===== config.mk =====
export PLATFORM = sky130hd
export DESIGN_NAME = alu_cmd_seq_flat
export DESIGN_NICKNAME = d
export VERILOG_FILES = /design/src/rtl/alu_cmd_seq_if.sv /design/src/rtl/alu_cmd_seq.sv /design/src/flat_wrapper.sv
export SDC_FILE = /design/constraint.sdc
export NUM_CORES = 1
export LEC_CHECK = 0
export BUFFER_PORTS_ARGS = -buffer_cell sky130_fd_sc_hd__buf_2
export CAP_MARGIN = 20
export CORE_UTILIZATION = 51
export CTS_BUF_LIST = sky130_fd_sc_hd__clkbuf_16
export DETAILED_ROUTE_END_ITERATION = 10
export GPL_ROUTABILITY_DRIVEN = 1
export GPL_TIMING_DRIVEN = 0
export HOLD_SLACK_MARGIN = 0.06
export PLACE_DENSITY = 0.94
export SLEW_MARGIN = 15
export SYNTH_ARGS = -nofsm -noshare
export SYNTH_HDL_FRONTEND = slang
export SYNTH_SLANG_ARGS = --single-unit

===== constraint.sdc =====
create_clock -name clk -period 3.5 [get_ports clk]
set_input_delay 0.525 -clock clk [delete_from_list [all_inputs] [get_ports clk]]
set_output_delay 0.525 -clock clk [all_outputs]
set_load 0.005 [all_outputs]

===== src/rtl/alu_cmd_seq_if.sv =====
// Command and result handshake channels between an initiator and alu_cmd_seq.
// master drives commands and consumes results; slave is the sequencer side.
interface alu_cmd_seq_if;
  logic       cmd_valid;
  logic       cmd_ready;
  logic [3:0] cmd_op;
  logic [7:0] cmd_a;
  logic [7:0] cmd_b;
  logic       cmd_use_acc;
  logic       res_valid;
  logic       res_ready;
  logic [7:0] res_data;
  logic [3:0] res_flag;
  logic       res_err;

  modport master (
    output cmd_valid, cmd_op, cmd_a, cmd_b, cmd_use_acc, res_ready,
    input  cmd_ready, res_valid, res_data, res_flag, res_err
  );

  modport slave (
    input  cmd_valid, cmd_op, cmd_a, cmd_b, cmd_use_acc, res_ready,
    output cmd_ready, res_valid, res_data, res_flag, res_err
  );
endinterface


===== src/rtl/alu_cmd_seq.sv =====
// Sequencer feeding an external combinational 8-bit ALU: registers a command onto
// the ALU bus, captures the result a cycle later and returns it over a handshake.
module alu_cmd_seq (
  input  logic               clk,
  input  logic               rst,
  alu_cmd_seq_if.slave       bus,
  input  logic               clr_sticky,
  output logic [7:0]         alu_a,
  output logic [7:0]         alu_b,
  output logic [3:0]         alu_sel,
  input  logic [7:0]         alu_out,
  input  logic [3:0]         alu_flag,
  output logic [7:0]         acc,
  output logic [3:0]         sticky_flag,
  output logic [7:0]         op_cnt
);

  typedef enum logic [1:0] {IDLE, EXEC, DONE} state_t;

  state_t     state;
  logic       cmd_ready_r;
  logic       res_valid_r;
  logic       res_err_r;
  logic [7:0] res_data_r;
  logic [3:0] res_flag_r;
  logic       err_p0;
  logic       accept;
  logic       capture_ok;

  // Clear takes effect before the new flags are merged in.
  function automatic logic [3:0] sticky_next(input logic [3:0] cur,
                                             input logic       clr,
                                             input logic       cap,
                                             input logic [3:0] flags);
    logic [3:0] base;
    base = clr ? 4'h0 : cur;
    return cap ? (base | flags) : base;
  endfunction

  assign accept     = cmd_ready_r & bus.cmd_valid;
  assign capture_ok = (state == EXEC) & ~err_p0;

  assign bus.cmd_ready = cmd_ready_r;
  assign bus.res_valid = res_valid_r;
  assign bus.res_data  = res_data_r;
  assign bus.res_flag  = res_flag_r;
  assign bus.res_err   = res_err_r;

  always_ff @(posedge clk or posedge rst) begin
    if (rst) begin
      state       <= IDLE;
      cmd_ready_r <= 1'b0;
      res_valid_r <= 1'b0;
      res_err_r   <= 1'b0;
      res_data_r  <= 8'h00;
      res_flag_r  <= 4'h0;
      err_p0      <= 1'b0;
      alu_a       <= 8'h00;
      alu_b       <= 8'h00;
      alu_sel     <= 4'h0;
      acc         <= 8'h00;
      sticky_flag <= 4'h0;
      op_cnt      <= 8'h00;
    end else begin
      sticky_flag <= sticky_next(sticky_flag, clr_sticky, capture_ok, alu_flag);
      case (state)
        // p0: accept a command and launch it onto the ALU bus
        IDLE: begin
          if (accept) begin
            alu_a       <= bus.cmd_use_acc ? acc : bus.cmd_a;
            alu_b       <= bus.cmd_b;
            alu_sel     <= bus.cmd_op;
            err_p0      <= (bus.cmd_op > 4'hB);
            cmd_ready_r <= 1'b0;
            state       <= EXEC;
          end else begin
            cmd_ready_r <= 1'b1;
          end
        end
        // p1: ALU has had a full cycle to settle; capture it
        EXEC: begin
          if (err_p0) begin
            res_data_r <= 8'h00;
            res_flag_r <= 4'h0;
            res_err_r  <= 1'b1;
          end else begin
            res_data_r <= alu_out;
            res_flag_r <= alu_flag;
            res_err_r  <= 1'b0;
            acc        <= alu_out;
          end
          res_valid_r <= 1'b1;
          state       <= DONE;
        end
        // p2: hold the result until the consumer takes it
        DONE: begin
          if (bus.res_ready) begin
            res_valid_r <= 1'b0;
            cmd_ready_r <= 1'b1;
            op_cnt      <= op_cnt + 8'd1;
            state       <= IDLE;
          end
        end
        default: begin
          state       <= IDLE;
          cmd_ready_r <= 1'b0;
          res_valid_r <= 1'b0;
        end
      endcase
    end
  end

endmodule


===== src/flat_wrapper.sv =====
// flat-port wrapper written by rule: the top's interface ports become plain ports
module alu_cmd_seq_flat 
  (clk, rst, clr_sticky, alu_a, alu_b, alu_sel, alu_out, alu_flag, acc, sticky_flag, op_cnt, bus_cmd_valid, bus_cmd_op, bus_cmd_a, bus_cmd_b, bus_cmd_use_acc, bus_res_ready, bus_cmd_ready, bus_res_valid, bus_res_data, bus_res_flag, bus_res_err);
  alu_cmd_seq_if bus_i ();
  input  logic clk;
  input  logic rst;
  input  logic clr_sticky;
  output logic [7:0] alu_a;
  output logic [7:0] alu_b;
  output logic [3:0] alu_sel;
  input  logic [7:0] alu_out;
  input  logic [3:0] alu_flag;
  output logic [7:0] acc;
  output logic [3:0] sticky_flag;
  output logic [7:0] op_cnt;
  input wire logic [$bits(bus_i.cmd_valid)-1:0] bus_cmd_valid;
  input wire logic [$bits(bus_i.cmd_op)-1:0] bus_cmd_op;
  input wire logic [$bits(bus_i.cmd_a)-1:0] bus_cmd_a;
  input wire logic [$bits(bus_i.cmd_b)-1:0] bus_cmd_b;
  input wire logic [$bits(bus_i.cmd_use_acc)-1:0] bus_cmd_use_acc;
  input wire logic [$bits(bus_i.res_ready)-1:0] bus_res_ready;
  output wire logic [$bits(bus_i.cmd_ready)-1:0] bus_cmd_ready;
  output wire logic [$bits(bus_i.res_valid)-1:0] bus_res_valid;
  output wire logic [$bits(bus_i.res_data)-1:0] bus_res_data;
  output wire logic [$bits(bus_i.res_flag)-1:0] bus_res_flag;
  output wire logic [$bits(bus_i.res_err)-1:0] bus_res_err;
  assign bus_i.cmd_valid = bus_cmd_valid;
  assign bus_i.cmd_op = bus_cmd_op;
  assign bus_i.cmd_a = bus_cmd_a;
  assign bus_i.cmd_b = bus_cmd_b;
  assign bus_i.cmd_use_acc = bus_cmd_use_acc;
  assign bus_i.res_ready = bus_res_ready;
  assign bus_cmd_ready = bus_i.cmd_ready;
  assign bus_res_valid = bus_i.res_valid;
  assign bus_res_data = bus_i.res_data;
  assign bus_res_flag = bus_i.res_flag;
  assign bus_res_err = bus_i.res_err;
  alu_cmd_seq u_core (.clk(clk), .rst(rst), .bus(bus_i), .clr_sticky(clr_sticky), .alu_a(alu_a), .alu_b(alu_b), .alu_sel(alu_sel), .alu_out(alu_out), .alu_flag(alu_flag), .acc(acc), .sticky_flag(sticky_flag), .op_cnt(op_cnt));
endmodule

### Word level (Yosys, flattened, before mapping)

Index checks and enable logic that the tools add are counted.

| storage, ports and cells | value |
|---|---|
| flip-flop bits (word level) | 58 |
| input port bits | 38 |
| output and inout bits | 55 |
| logic and storage cells | 46 |

| cells by class | value |
|---|---|
| add/subtract/negate cells | 1 |
| magnitude comparators | 1 |
| equal/unequal tests | 4 |
| multiplexer cells | 14 |
| bitwise gates (word level) | 6 |
| reduce and logical (&&, ||, !) cells | 7 |

Operator list:

| operator | count |
|---|---|
| two-way mux 8 bit | 2 |
| two-way mux 4 bit | 3 |
| AND reduction 2 bit | 6 |
| adder 8 x 1 -> 8 bit (second input constant) | 1 |
| case mux 1 bit (3 select lines) | 2 |
| case mux 2 bit (3 select lines) | 1 |
| greater-than comparator 4 bit (second input constant) | 1 |
| two-way mux 1 bit | 4 |
| two-way mux 2 bit | 2 |
| OR 4 bit | 1 |
| inverter 1 bit | 3 |
| bitwise AND 1 bit | 2 |
| equality test 2 x 1 -> 1 bit (second input constant) | 1 |
| equality test 2 bit (second input constant) | 1 |
| zero test 2 bit | 1 |
| inequality test 2 x 1 -> 1 bit (second input constant) | 1 |
| inequality test 2 bit (second input constant) | 1 |

### Longest topological paths before layout

| depth | value |
|---|---|
| depth after elaboration | 3 |
| gate-level depth with buffers | 5 |
| mapped depth without buffers | 4 |

### Worst setup path before layout

No wires, ideal clock.

| timing path | value |
|---|---|
| kind | input to register |
| start point | input port bus_cmd_valid |
| end point | register u_core.alu_b[0] |
| setup time | 0.125 ns |
| arrival time | 1.404 ns |
| required time | 3.375 ns |
| path slack | 1.971 ns |
| stages on the path | 4 |
| path buffers | 2 |
| cells stage by stage | nor4bb_1 > clkbuf_2 > buf_6 > mux2_2 |

| between the ends | value |
|---|---|
| cells in the longest elaborated chain, start to end | 2 |

Ends and longest elaborated chain:

| item | line | source |
|---|---|---|
| from (decl) | flat_wrapper.sv:16 | `input wire logic [$bits(bus_i.cmd_valid)-1:0] bus_cmd_valid;` |
| bitwise AND 1 bit | alu_cmd_seq.sv:40 | `assign accept = cmd_ready_r & bus.cmd_valid;` |
| AND reduction 2 bit (no source line) | n/a |  |
| to (signal assigned) | alu_cmd_seq.sv:71 | `alu_b <= bus.cmd_b;` |
| to (decl) | alu_cmd_seq.sv:9 | `output logic [7:0] alu_b,` |

No other way between the ends.
A chain may end at the register's enable or synchronous reset.

### Worst setup path in the final report

| timing path | value |
|---|---|
| start point | register u_core.state[0] |
| end point | register u_core.alu_sel[3] |

| between the ends | value |
|---|---|
| cells in the longest elaborated chain, start to end | 2 |

Ends and longest elaborated chain:

| item | line | source |
|---|---|---|
| from (decl) | alu_cmd_seq.sv:20 | `state_t state;` |
| from (signal assigned) | alu_cmd_seq.sv:51 | `state <= IDLE;` |
| from (signal assigned) | alu_cmd_seq.sv:75 | `state <= EXEC;` |
| from (signal assigned) | alu_cmd_seq.sv:93 | `state <= DONE;` |
| zero test 2 bit | alu_cmd_seq.sv:66 | `case (state)` |
| AND reduction 2 bit (no source line) | n/a |  |
| to (signal assigned) | alu_cmd_seq.sv:72 | `alu_sel <= bus.cmd_op;` |
| to (decl) | alu_cmd_seq.sv:10 | `output logic [3:0] alu_sel,` |

No other way between the ends.

==> qor.txt <==
CP Launch Type -> flop
N_diodes -> 0
Via total after detailed routing -> 1675
Number of global-route vias before repair -> 1622
Status -> complete, no violations
Leakage -> 1.63 nW
Worst vdd ir -> 529 uV
Layout cells sized above 1 -> 0.491
Setup Buffers After CTS -> 0
Clock transition at path regs -> 0.05 ns
FILL cells -> 285
CP Cell Sequence -> nor4bb_1 > clkbuf_2 > buf_6 > mux2_2
Detailed Routing Iterations Pass 1 -> 4
Synthesized flop and latch total -> 58
PD cells -> 972 nW/um2
Syn avg cell area -> 13.7 um2
Synthesis Warnings -> 0
Worst slew pin tran -> 0.722 ns
Final Max Slew Viols -> 0
Netlist cell types -> 30
Die ar. -> 4760 um2
Number of cell rows -> 23
Mapped Nets -> 206
Crit path largest cell delay -> 0.45 ns
Commonest non-fill, non-tap cell in the layout -> buf_2
Upper clock frequency limit -> 631 MHz
Final nets -> 309
Post-Syn Instances -> 167
Bufs and invs on worst path -> 2
First-pass GRT wire length -> 7.69 mm
Initial core utilization -> 0.552
Worst setup path end -> u_core.alu_sel[3]
# Max-Cap Violations -> 0
Slowest-stage cell, CP -> dfrtp_1
DRT Wirelength -> 4.96 mm
H-Tree Depth -> 3
CP required -> 3.70 ns
Critical Path AT -> 1.78 ns
CTS tree -> built
Port bufs -> 91
Area Growth Syn to Fin -> 38.1%
Mapped Area -> 2290 um2
Post-synth EDFFs -> 0
Worst-Skew Late Latency -> 0.32 ns
CTS Buf Count -> 9
Reg2Reg Launch Point -> u_core.state[0]
Crit. End Element -> flop
DRC viols -> 0
Final hold violation count -> 0
DIE WIDTH -> 69.0 um
Overall Global Routing Usage -> 0.232
Crit path kind -> flop to flop
Worst slew margin -> 0.518
Vias per cell -> 5.15
Tot Pwr -> 3.07 mW
Most frequent cells in the layout -> buf_2 (93), dfrtp_1 (58), mux2_2 (21)
CP Max Fanout -> 10
Clk buf depth -> 2
Avg WL per Cell -> 15.3 um
Sequential area share after synthesis -> 0.634
CORE AREA -> 4140 um2
Finish-stage setup viols -> 0
Asr flop ratio synth -> 1.00
Hold buffer count at cts -> 0
Min cycle time layout -> 1.59 ns
GPL Wtd Cong -> 0.767
Dpl hpwl -> 3.61 mm
TNS Setup -> 0 ns
Skew final -> 0.00594 ns
Antenna Nets Post-Route -> 0
Top Ports -> 93
Worst Setup SP -> u_core.state[0]
# resized after CTS -> 0
RSZ-0062 raised after global routing -> no
GR Overflow Total -> 0
CP Depth -> 4
FF-to-FF path depth -> 4
Reg2Reg Setup Slack -> 1.91 ns
Clock Sinks -> 58
Chip height -> 69.0 um
Initial antenna violation count -> 0
Hold Path Class -> input pin to asynchronous set/reset pin
DRT iter0 DRCs -> 96
Kind of cell adding the most delay to the critical path -> flip-flops
Clk root buf -> clkbuf_16
Worst R2R End -> u_core.alu_sel[3]
Largest net degree at the start of global routing -> 35
Top_reg_cell synth -> dfrtp_1
Final period util -> 0.453
-- worst register-to-register path, delay by kind of cell (launching register included) --
family	cells	cell delay, ns
AND/OR/NAND/NOR	1	0.29
multiplexers	1	0.35
flip-flops	1	0.45
buffers and inverters	2	0.39
-- cell type report --
cell class / instances / area [um2] / share of cell area
buffer: 9 / 60.1 / 0.0190
clock buffer: 9 / 225 / 0.0713
clock inverter: 7 / 109 / 0.0344
inverter: 7 / 26.3 / 0.00831
multi-input combinational: 93 / 751 / 0.238
sequential: 58 / 1450 / 0.459
tap: 50 / 62.6 / 0.0198
timing repair buffer: 92 / 475 / 0.150
-- flip-flops by register name (all words and copies together) (netlist names) --
name                  flops
u_core.acc                8
u_core.bus.res_valid      1
u_core.err_p0             1
u_core.bus.res_err        1
u_core.alu_b              8
u_core.op_cnt             8
u_core.bus.res_flag       4
u_core.alu_sel            4
u_core.alu_a              8
u_core.state              2
u_core.bus.cmd_ready      1
u_core.bus.res_data       8
u_core.sticky_flag        4
-- Yosys cell counts, drive strengths merged, types with 2 or more instances --
library cell	number	area, um2
buf	7	51.3
nand2	4	15.0
inv	7	26.3
dfrtp	58	1450
mux2	21	236
mux2i	8	80.1
a21oi	9	45.0
xnor2	3	26.3
nor2	12	61.3
o21ai	2	10.0
clkbuf	2	8.75
a22o	16	140
nor3	2	10.0
nand3	2	10.0
xor2	4	35.0
-- cells by family after synthesis --
group | share of synthesized area
flops | 0.634
compound gates | 0.0957
mux | 0.138
simple gates | 0.0618
buf+inv | 0.0377
xor+xnor | 0.0268
fa+ha+maj | 0.00547
-- per-stage QoR --
step	hold slack, ns	std cells	setup WS (ns)	area [um2]	utilization
finish	0.329	325	1.91	3160	0.763
global route	0.394	325	1.81	3160	0.763
global placement	0.450	308	0.899	2810	0.677
detailed placement	0.463	309	1.79	2830	0.682
floorplan	0.465	167	1.55	2290	-
CTS	0.356	325	1.92	3160	0.763
-- layer usage --
metal	track usage	routed length [um]	vias up	share of wire
met4	0.0918	61	0	0.012
met5	0	0	-	0
li1	-	-	798	-
met3	0.0773	248	5	0.050
met1	0.286	2140	820	0.43
met2	0.373	2510	52	0.51
-- worst min path at each step --
stage / slack [ns] / endpoint
after global routing: 0.39 / u_core.op_cnt[3]
final: 0.33 / u_core.op_cnt[3]
after detailed placement: 0.46 / u_core.op_cnt[7]
after global placement: 0.45 / u_core.op_cnt[7]
after floorplan: 0.46 / u_core.op_cnt[7]
after CTS: 0.36 / u_core.op_cnt[6]
-- power breakdown --
| group | switching (mW) | internal (mW) | total [mW] |
|---|---|---|---|
| clock | 0.287 | 0.686 | 0.974 |
| sequential | 0.200 | 0.972 | 1.17 |
| combinational | 0.405 | 0.521 | 0.926 |
Power figures use the tool's default switching activity.
